[src/rtl/ones_hist_pkg.sv]
// Shared types and default sizing for the ones-count histogram.
// Optional max tracking in the top is enabled by ONES_HIST_MAX_TRACK_EN.
package ones_hist_pkg;

    localparam int unsigned DEF_DATA_WIDTH  = 4;
    localparam int unsigned DEF_COUNT_WIDTH = 3;
    localparam int unsigned DEF_BIN_WIDTH   = 8;
    localparam int unsigned DEF_TOTAL_WIDTH = 16;

    typedef enum logic {
        RUN      = 1'b0,
        CLEARING = 1'b1
    } hist_state_e;

endpackage

[src/rtl/ones_hist_bin.sv]
// One saturating histogram bin; a clear request wins over an increment.
module ones_hist_bin #(
    parameter int unsigned WIDTH = 8
) (
    input  logic             clk,
    input  logic             reset,
    input  logic             inc,
    input  logic             clr,
    output logic [WIDTH-1:0] value
);

    logic [WIDTH-1:0] value_q, value_d;

    always_comb begin
        value_d = value_q;
        if (clr) begin
            value_d = '0;
        end else if (inc && (value_q != '1)) begin
            value_d = value_q + WIDTH'(1);
        end
    end

    always_ff @(posedge clk or posedge reset) begin
        if (reset) begin
            value_q <= '0;
        end else begin
            value_q <= value_d;
        end
    end

    assign value = value_q;

endmodule

[src/rtl/ones_histogram.sv]
// Histogram of upstream ones counts with a one-bin-per-cycle clear sweep.
// Define ONES_HIST_MAX_TRACK_EN to track the largest accepted count on max_count.
module ones_histogram
    import ones_hist_pkg::*;
#(
    parameter int unsigned DATA_WIDTH  = DEF_DATA_WIDTH,
    parameter int unsigned COUNT_WIDTH = DEF_COUNT_WIDTH,
    parameter int unsigned BIN_WIDTH   = DEF_BIN_WIDTH,
    parameter int unsigned TOTAL_WIDTH = DEF_TOTAL_WIDTH
) (
    input  logic                   clk,
    input  logic                   reset,
    input  logic                   count_valid,
    input  logic [COUNT_WIDTH-1:0] bit_count,
    input  logic                   clear,
    input  logic                   rd_en,
    input  logic [COUNT_WIDTH-1:0] rd_addr,
    output logic [BIN_WIDTH-1:0]   rd_data,
    output logic                   rd_valid,
    output logic [TOTAL_WIDTH-1:0] total,
    output logic                   busy,
    output logic                   err_range,
    output logic                   dropped,
    output logic [COUNT_WIDTH-1:0] max_count
);

    localparam int unsigned            NUM_BINS = DATA_WIDTH + 1;
    localparam logic [COUNT_WIDTH-1:0] MAX_IDX  = COUNT_WIDTH'(DATA_WIDTH);

    hist_state_e            state_q, state_d;
    logic [COUNT_WIDTH-1:0] sweep_q, sweep_d;
    logic [TOTAL_WIDTH-1:0] total_q, total_d;
    logic                   err_q, err_d;
    logic                   drop_q, drop_d;
    logic [BIN_WIDTH-1:0]   rd_data_q;
    logic                   rd_valid_q;
    logic                   accept;
    logic                   sweeping;
    logic                   first_sweep;
    logic [BIN_WIDTH-1:0]   bin_val [NUM_BINS];
    logic [BIN_WIDTH-1:0]   rd_mux;

    assign sweeping    = (state_q == CLEARING);
    assign first_sweep = sweeping && (sweep_q == '0);

    always_comb begin
        state_d = state_q;
        sweep_d = sweep_q;
        total_d = total_q;
        err_d   = err_q;
        drop_d  = drop_q;
        accept  = 1'b0;
        case (state_q)
            RUN: begin
                if (clear) begin
                    state_d = CLEARING;
                    sweep_d = '0;
                    if (count_valid) drop_d = 1'b1;
                end else if (count_valid) begin
                    if (bit_count <= MAX_IDX) accept = 1'b1;
                    else                      err_d  = 1'b1;
                end
            end
            CLEARING: begin
                if (count_valid) drop_d = 1'b1;
                if (sweep_q == MAX_IDX) state_d = RUN;
                else                    sweep_d = sweep_q + COUNT_WIDTH'(1);
            end
        endcase
        if (first_sweep) begin
            total_d = '0;
        end else if (accept && (total_q != '1)) begin
            total_d = total_q + TOTAL_WIDTH'(1);
        end
        if (rd_en && (rd_addr > MAX_IDX)) err_d = 1'b1;
    end

    // Out-of-range addresses match no bin and so read back as zero.
    always_comb begin
        rd_mux = '0;
        for (int unsigned i = 0; i < NUM_BINS; i++) begin
            if (rd_addr == COUNT_WIDTH'(i)) rd_mux = bin_val[i];
        end
    end

    always_ff @(posedge clk or posedge reset) begin
        if (reset) begin
            state_q    <= RUN;
            sweep_q    <= '0;
            total_q    <= '0;
            err_q      <= 1'b0;
            drop_q     <= 1'b0;
            rd_data_q  <= '0;
            rd_valid_q <= 1'b0;
        end else begin
            state_q    <= state_d;
            sweep_q    <= sweep_d;
            total_q    <= total_d;
            err_q      <= err_d;
            drop_q     <= drop_d;
            rd_valid_q <= rd_en;
            if (rd_en) rd_data_q <= rd_mux;
        end
    end

    for (genvar g = 0; g < NUM_BINS; g++) begin : g_bin
        ones_hist_bin #(
            .WIDTH(BIN_WIDTH)
        ) u_bin (
            .clk   (clk),
            .reset (reset),
            .inc   (accept && (bit_count == COUNT_WIDTH'(g))),
            .clr   (sweeping && (sweep_q == COUNT_WIDTH'(g))),
            .value (bin_val[g])
        );
    end

`ifdef ONES_HIST_MAX_TRACK_EN
    logic [COUNT_WIDTH-1:0] max_q, max_d;

    always_comb begin
        max_d = max_q;
        if (first_sweep) begin
            max_d = '0;
        end else if (accept && (bit_count > max_q)) begin
            max_d = bit_count;
        end
    end

    always_ff @(posedge clk or posedge reset) begin
        if (reset) max_q <= '0;
        else       max_q <= max_d;
    end

    assign max_count = max_q;
`else
    assign max_count = '0;
`endif

    assign rd_data   = rd_data_q;
    assign rd_valid  = rd_valid_q;
    assign total     = total_q;
    assign busy      = sweeping;
    assign err_range = err_q;
    assign dropped   = drop_q;

endmodule

[config.mk]
export PLATFORM = sky130hd
export DESIGN_NAME = ones_histogram
export DESIGN_NICKNAME = d
export VERILOG_FILES = /design/src/rtl/ones_hist_pkg.sv /design/src/rtl/ones_hist_bin.sv /design/src/rtl/ones_histogram.sv
export SDC_FILE = /design/constraint.sdc
export NUM_CORES = 1
export LEC_CHECK = 0
export ABC_AREA = 1
export ABC_CLOCK_PERIOD_IN_PS = 4050
export BUFFER_PORTS_ARGS = -buffer_cell sky130_fd_sc_hd__buf_2
export CAP_MARGIN = 20
export CORE_ASPECT_RATIO = 1.1
export CORE_UTILIZATION = 64
export DETAILED_ROUTE_END_ITERATION = 6
export GPL_ROUTABILITY_DRIVEN = 0
export GPL_TIMING_DRIVEN = 0
export PLACE_DENSITY = 0.85
export SLEW_MARGIN = 20
export SYNTH_ARGS = -nofsm -noshare
export SYNTH_HDL_FRONTEND = slang
export SYNTH_SLANG_ARGS = --single-unit
export TNS_END_PERCENT = 30
[constraint.sdc]
create_clock -name clk -period 4.05 [get_ports clk]
set_input_delay 0.6075 -clock clk [delete_from_list [all_inputs] [get_ports clk]]
set_output_delay 0.6075 -clock clk [all_outputs]
set_load 0.01 [all_outputs]
==> run summary, run 1 <==
PwrDens - 399.6 mW/mm^2
Critical path type - register to register
Slew headroom - 0.6478
Htree depth - 3
Largest net degree at the start of global routing - 39
I/O pin count - 42
Initial Utilization - 0.6646
Seq/Total Area, Yosys - 0.4031
Final instance area - 0.004890 mm^2
All-layer global routing usage - 0.3114
Final worst slack - 2336 ps
PnR Total Power - 1.954 mW
Crit path capture type - register
Launch point of the worst reg-to-reg path - sweep_q[0]$_DFFE_PP0P_
Clock Latency Late Sink - 350 ps
Syn Inst Count - 616
Post-DP HPWL - 7623 um
Width of the chip - 81.13 um
Share of cells above drive strength 1 - 0.1134
Final hold violation count - 0
Core ar. - 0.006633 mm^2
Placement Cell Area - 0.004726 mm^2
Most common flop cell mapped by yosys - dfrtp_1
Chip height - 89.04 um
Critical path fanouts, max - 10
Final setup vio count - 0
Reg2Reg Setup Slack - 2340 ps
Crit path max-delay family - simple AND/OR/NAND/NOR gates
PortBufs - 37
Worst-path cell chain - inv_1 -> ha_1 -> nand3_1 -> buf_2 -> nand2_2 -> nand3_1 -> o21ai_0
Vias in the first global route - 3,858
Initial antenna violation count - 0
Seq cells post-synth - 71
Fin crit period - 1714 ps
Clock buffer count from CTS - 9
Final wirelength - 10,450 um
Synth warnings - 0
Routed len/inst - 13.90 um
Placement Rows - 31
Post-synth EDFFs - 0
Status - finished clean
Congestion Overflow GR - 0
FF-to-FF End - g_bin[0].u_bin.value[0]$_DFFE_PP0P_
Worst-margin pin slew - 528.3 ps
RSZ-0062 raised after global routing - false
Vias - 4,296
DRT iter0 DRCs - 283
Setup Skew - 4.678 ps
DRC - 0
Area contributors post-synth - dfrtp_1 (40%), nand2_1 (16%), nand3_1 (8.4%)
Max stage delay on crit path - 380 ps
CP max stage cell - dfrtp_1
Top-count cell post-synth - nand2_1
CP arrival - 1940 ps
Setup TNS - 0 ps
R2R cell count - 7
Final period util - 0.4232
# hold bufs at CTS - 0
CTS tree - done
First-pass GRT wire length - 17,060 um
Fmax - 0.5834 GHz
Share of the synthesized area in the top cell type - 0.4031
Post-synth top area cell - dfrtp_1
Clk root buf - clkbuf_8
CTS resizes - 0
Avg Cell Area, Syn - 7.156 um^2
Worst-case clock buffer depth - 2
Area Overhead vs Synth - 10.93%
Lkg Pwr - 2.582 nW
Startpoint Class - register
Post-layout net count - 689
Clk slew on worst S/H paths - 70 ps
Max Cap Viol - 0
Hold Crit Class - input port to asynchronous set/reset pin
Antenna Nets Post-Route - 0
Share of synthesized registers carrying an async set or reset - 1.000
Peak VDD IR - 0.0003241 V
Pre-CTS WS - 2158 ps
CP required - 4280 ps
Synth Cell Area - 0.004408 mm^2
Ant diodes - 0
Number of post-CTS setup repair buffers - 0
CP most frequent cell - nand3_1
Vias/cell - 5.713
Synth top cells by count - nand2_1 (192), nand3_1 (74), dfrtp_1 (71), inv_1 (61), nor2_1 (60)
Post-synth cell types - 33
Max Slew Vio Count - 0
WP buf/inv - 2
Initial DRT Pass Iterations - 5
CTS Sinks - 71
Die area - 0.007224 mm^2
worst reg2reg max path, delay by kind of cell, from the launching register on:
kind / cells / cell delay (ps)
AO/OA/AOI/OAI: 1 / 100
adder cells (fa/ha/maj): 1 / 250
buffers and inverters: 2 / 380
flip-flops: 1 / 380
AND/OR/NAND/NOR: 3 / 480
state kept, by name, indices dropped and copies added, names as in the netlist:
signal / count
g_bin.u_bin.value: 40
total: 16
rd_data: 8
sweep_q: 3
busy: 1
dropped: 1
err_range: 1
rd_valid: 1
area by class of cell:
class                   count  area, um^2
repair buffers             38       205.2
clock buffers              13       158.9
plain buffers              12       90.09
multi-input cells         469        2301
clock inverters             1       5.005
well taps                  82       102.6
fillers                   496        1743
flip-flops and latches     71        1777
inverters                  66       250.2
kinds of logic after synthesis:
group / share of synthesized area
simple gates: 0.3645
compound gates: 0.07806
flops: 0.4031
other cells: 0.0008507
buf+inv: 0.07664
xor+xnor: 0.04570
fa+ha+maj: 0.03122
how the worst max path moves through the flow:
stage          cells past startpoint                   start                             endpoint
3_3_place_gp                       2                   reset  g_bin[0].u_bin.value[3]$_DFFE_PP0P_
5_1_grt                            9    total[0]$_DFFE_PP0P_                total[10]$_DFFE_PP0P_
2_1_floorplan                      1                   reset                       busy$_DFF_PP0_
4_1_cts                            7  sweep_q[0]$_DFFE_PP0P_  g_bin[0].u_bin.value[0]$_DFFE_PP0P_
3_5_place_dp                       7              rd_addr[2]               rd_data[0]$_DFFE_PP0P_
6_report                           7  sweep_q[0]$_DFFE_PP0P_  g_bin[0].u_bin.value[0]$_DFFE_PP0P_
routing by layer:
| metal | global-route usage | wire [um] | vias up |
|---|---|---|---|
| met5 | 0 | 0 | - |
| met4 | 0.1299 | 306 | 0 |
| met2 | 0.5439 | 5174 | 154 |
| met1 | 0.3754 | 4426 | 2025 |
| met3 | 0.06020 | 543 | 28 |
| li1 | - | - | 2089 |
placed cells by master (no fill, tap or decap), types with 5 or more instances in the layout:
cell	Yosys	final
o21bai_1	5	5
clkbuf_8	0	11
buf_2	3	40
nand3_1	74	74
nand2_1	192	192
nor2_1	60	60
inv_1	61	60
nand4_1	20	20
xor2_1	19	19
ha_1	11	11
dfrtp_1	71	71
nor3_1	8	8
o21ai_0	51	51
metrics by stage:
stage          utilization  hold WS (ps)  std cells
2_1_floorplan            -         489.2        618
3_3_place_gp        0.7091         455.0        737
3_5_place_dp        0.7125         459.9        738
4_1_cts             0.7372         281.9        752
5_1_grt             0.7372         293.8        752
6_report            0.7372         261.1        752
report_power, final:
group	leakage, nW	switching [mW]	internal, mW
registers	0.960	0.0805	0.778
clock network	0.0854	0.265	0.249
logic	1.54	0.409	0.173
(Power assumes the default switching activity.)
==> run 2: changes to the inputs <==
Settings changed: ABC_CLOCK_PERIOD_IN_PS 4050 to 1400, CORE_UTILIZATION 64 to 54, PLACE_DENSITY 0.85 to 0.77.
Clock period 4.05 ns to 1.4 ns, I/O delays scaled along.
==> run summary, run 2 (same netlist as run 1, synthesis figures left out) <==
CP arrival - 1720 ps (-220 ps)
WP buf/inv - 3 (+1)
Critical path fanouts, max - 6 (-4)
CP most frequent cell - nor2_4
Fill cell count - 615 (+24%)
Peak VDD IR - 0.0006919 V (+110%)
Critical path type - register to register
DRT iter0 DRCs - 328 (+16%)
PnR Total Power - 6.954 mW (+260%)
Chip height - 96.76 um (+8.7%)
Startpoint Class - register
Max reg flops - 40 (unchanged)
Most frequent cells in the layout - nand2_1 (167), dfrtp_1 (64), nand3_1 (61)
PortBufs - 37 (unchanged)
Clk slew on worst S/H paths - 80 ps (about the same)
Area Overhead vs Synth - 27.85%
Crit path max-delay family - simple AND/OR/NAND/NOR gates
Width of the chip - 88.15 um (+8.6%)
Worst-margin pin slew - 572.7 ps (+44.34 ps)
Most common cell after layout, fill and taps aside - nand2_1
Final wirelength - 12,220 um (+17%)
Share of cells above drive strength 1 - 0.2685 (+0.1550)
Max Cap Viol - 0 (unchanged)
CP max stage cell - dfrtp_1
Largest net degree at the start of global routing - 34 (-13%)
Post-layout net count - 721 (+4.6%)
Max Slew Vio Count - 0 (unchanged)
Crit path capture type - register
Final worst slack - -77.66 ps (-2414 ps)
Initial antenna violation count - 0 (unchanged)
Antenna Nets Post-Route - 0 (unchanged)
Die area - 0.008529 mm^2 (+18%)
Initial Utilization - 0.5571 (-0.1075)
Fmax - 0.6767 GHz (+16%)
First-pass GRT wire length - 19,290 um (+13%)
Vias - 4,527 (+5.4%)
CP required - 1650 ps (-2630 ps)
Post-DP HPWL - 7913 um (+3.8%)
Clock Latency Late Sink - 360 ps (about the same)
Htree depth - 3 (unchanged)
Core ar. - 0.007913 mm^2 (+19%)
Final setup vio count - 26 (+26)
Routed len/inst - 15.05 um (+8.3%)
Fin crit period - 1478 ps (-236.3 ps)
Lkg Pwr - 2.794 nW (+8.2%)
RSZ-0062 raised after global routing - true
Failing checks - negative setup slack
Clock buffer count from CTS - 9 (unchanged)
CTS tree - done
Placement Rows - 34 (+9.7%)
Worst-path cell chain - buf_6 -> nor2_8 -> nand2_8 -> nor2_4 -> inv_2 -> nor2_4 -> nor2_4 -> buf_6 -> nand2_2 -> nand2_1
Hold Crit Class - input port to register
Initial DRT Pass Iterations - 5 (unchanged)
DRC - 0 (unchanged)
Slew headroom - 0.6168 (-0.03097)
Final hold violation count - 0 (unchanged)
Dpl cells - 765 (+3.7%)
I/O pin count - 42 (unchanged)
CTS Sinks - 71 (unchanged)
Vias/cell - 5.575 (-2.4%)
Ant diodes - 0 (unchanged)
Clk root buf - clkbuf_8
Max stage delay on crit path - 390 ps (about the same)
Status - finished with violations
Congestion Overflow GR - 0 (unchanged)
Worst-case clock buffer depth - 2 (unchanged)
PwrDens - 1234 mW/mm^2 (+210%)
Vias in the first global route - 4,159 (+7.8%)
Setup Skew - 7.008 ps (+2.330 ps)
All-layer global routing usage - 0.2909 (-0.02056)
Final period util - 1.055 (+0.6323)
Fin cells - 812 (+8.0%)
==> run 2: changes by cell type in the layout (fill, tap and decap cells not counted), sizes merged <==
| cell | delta |
|---|---|
| inv | -2 |
| clkbuf | -1 |
| nand2 | +2 |
| bufinv | +2 |
| buf | +29 |
| dlygate4sd3 | +2 |
| clkinvlp | +1 |
| clkinv | +1 |
==> run 2: final timing paths <==
kind	startpoint	end	slack, ps	depth (start not counted)
hold reg to reg	rd_data[5]$_DFFE_PP0P_	rd_data[5]$_DFFE_PP0P_	480	2
setup / recovery	busy$_DFF_PP0_	total[8]$_DFFE_PP0P_	-80	10
hold / removal	rd_addr[2]	err_range$_DFFE_PP0P_	170	3
max in group asynchronous	reset	g_bin[2].u_bin.value[0]$_DFFE_PP0P_	390	4
setup reg to reg	busy$_DFF_PP0_	total[8]$_DFFE_PP0P_	-80	10
min in group asynchronous	reset	g_bin[0].u_bin.value[5]$_DFFE_PP0P_	450	3
==> run 2: worst min-delay path: stages <==
cell	delay [ps]
buf_6	120
inv_1	70
o31ai_1	80
==> run 2: metal layers <==
metal	wire length (um)	share of wire	vias up	global-route usage
met5	0	0	-	0
met2	5898	0.48	193	0.4669
met4	476	0.039	0	0.1129
met1	5128	0.42	2135	0.3908
li1	-	-	2162	-
met3	719	0.059	37	0.04778
==> run 2: stage by stage <==
stage | setup slack (ps) | hold WS [ps] | instance area (um^2) | TNS, ps | util
global route | -155.9 | 181.4 | 5635 | -4441 | 0.7122
global placement | -228.7 | 334.8 | 4740 | -17700 | 0.5990
finish | -77.66 | 170.2 | 5635 | -1293 | 0.7122
detailed placement | -293.2 | 287.6 | 4787 | -11270 | 0.6050
floorplan | -83.04 | 241.4 | 4419 | -929.9 | -
CTS | -49.48 | 148.0 | 5348 | -676.1 | 0.6758
==> run 2: cell type report <==
cell class / count / area [um^2] / share of cell area
Buffer: 12 / 100.1 / 0.01776
Clock buffer: 13 / 158.9 / 0.02820
Clock inverter: 3 / 65.06 / 0.01155
Inverter: 66 / 261.5 / 0.04640
Multi-Input combinational cell: 471 / 2650 / 0.4702
Sequential cell: 71 / 1785 / 0.3168
Tap cell: 108 / 135.1 / 0.02398
Timing Repair Buffer: 68 / 479.2 / 0.08504
==> run 2: repair_timing <==
| action | 4_1_cts | 5_1_grt |
|---|---|---|
| setup endpoints to repair | 56 | 58 |
| endpoints found under the hold margin | 21 | 0 |
| resized for setup | 55 | 71 |
| pin swaps | 15 | 17 |
| hold buffers | 2 | 0 |
| gates cloned | 2 | 1 |
| buffers inserted | 16 | 10 |
==> run 2: report_power, final <==
group	leakage, nW	internal, mW	total [mW]	switching [mW]
registers	0.949	2.25	2.49	0.234
logic	1.73	0.952	2.57	1.62
clock network	0.114	1.10	1.90	0.798
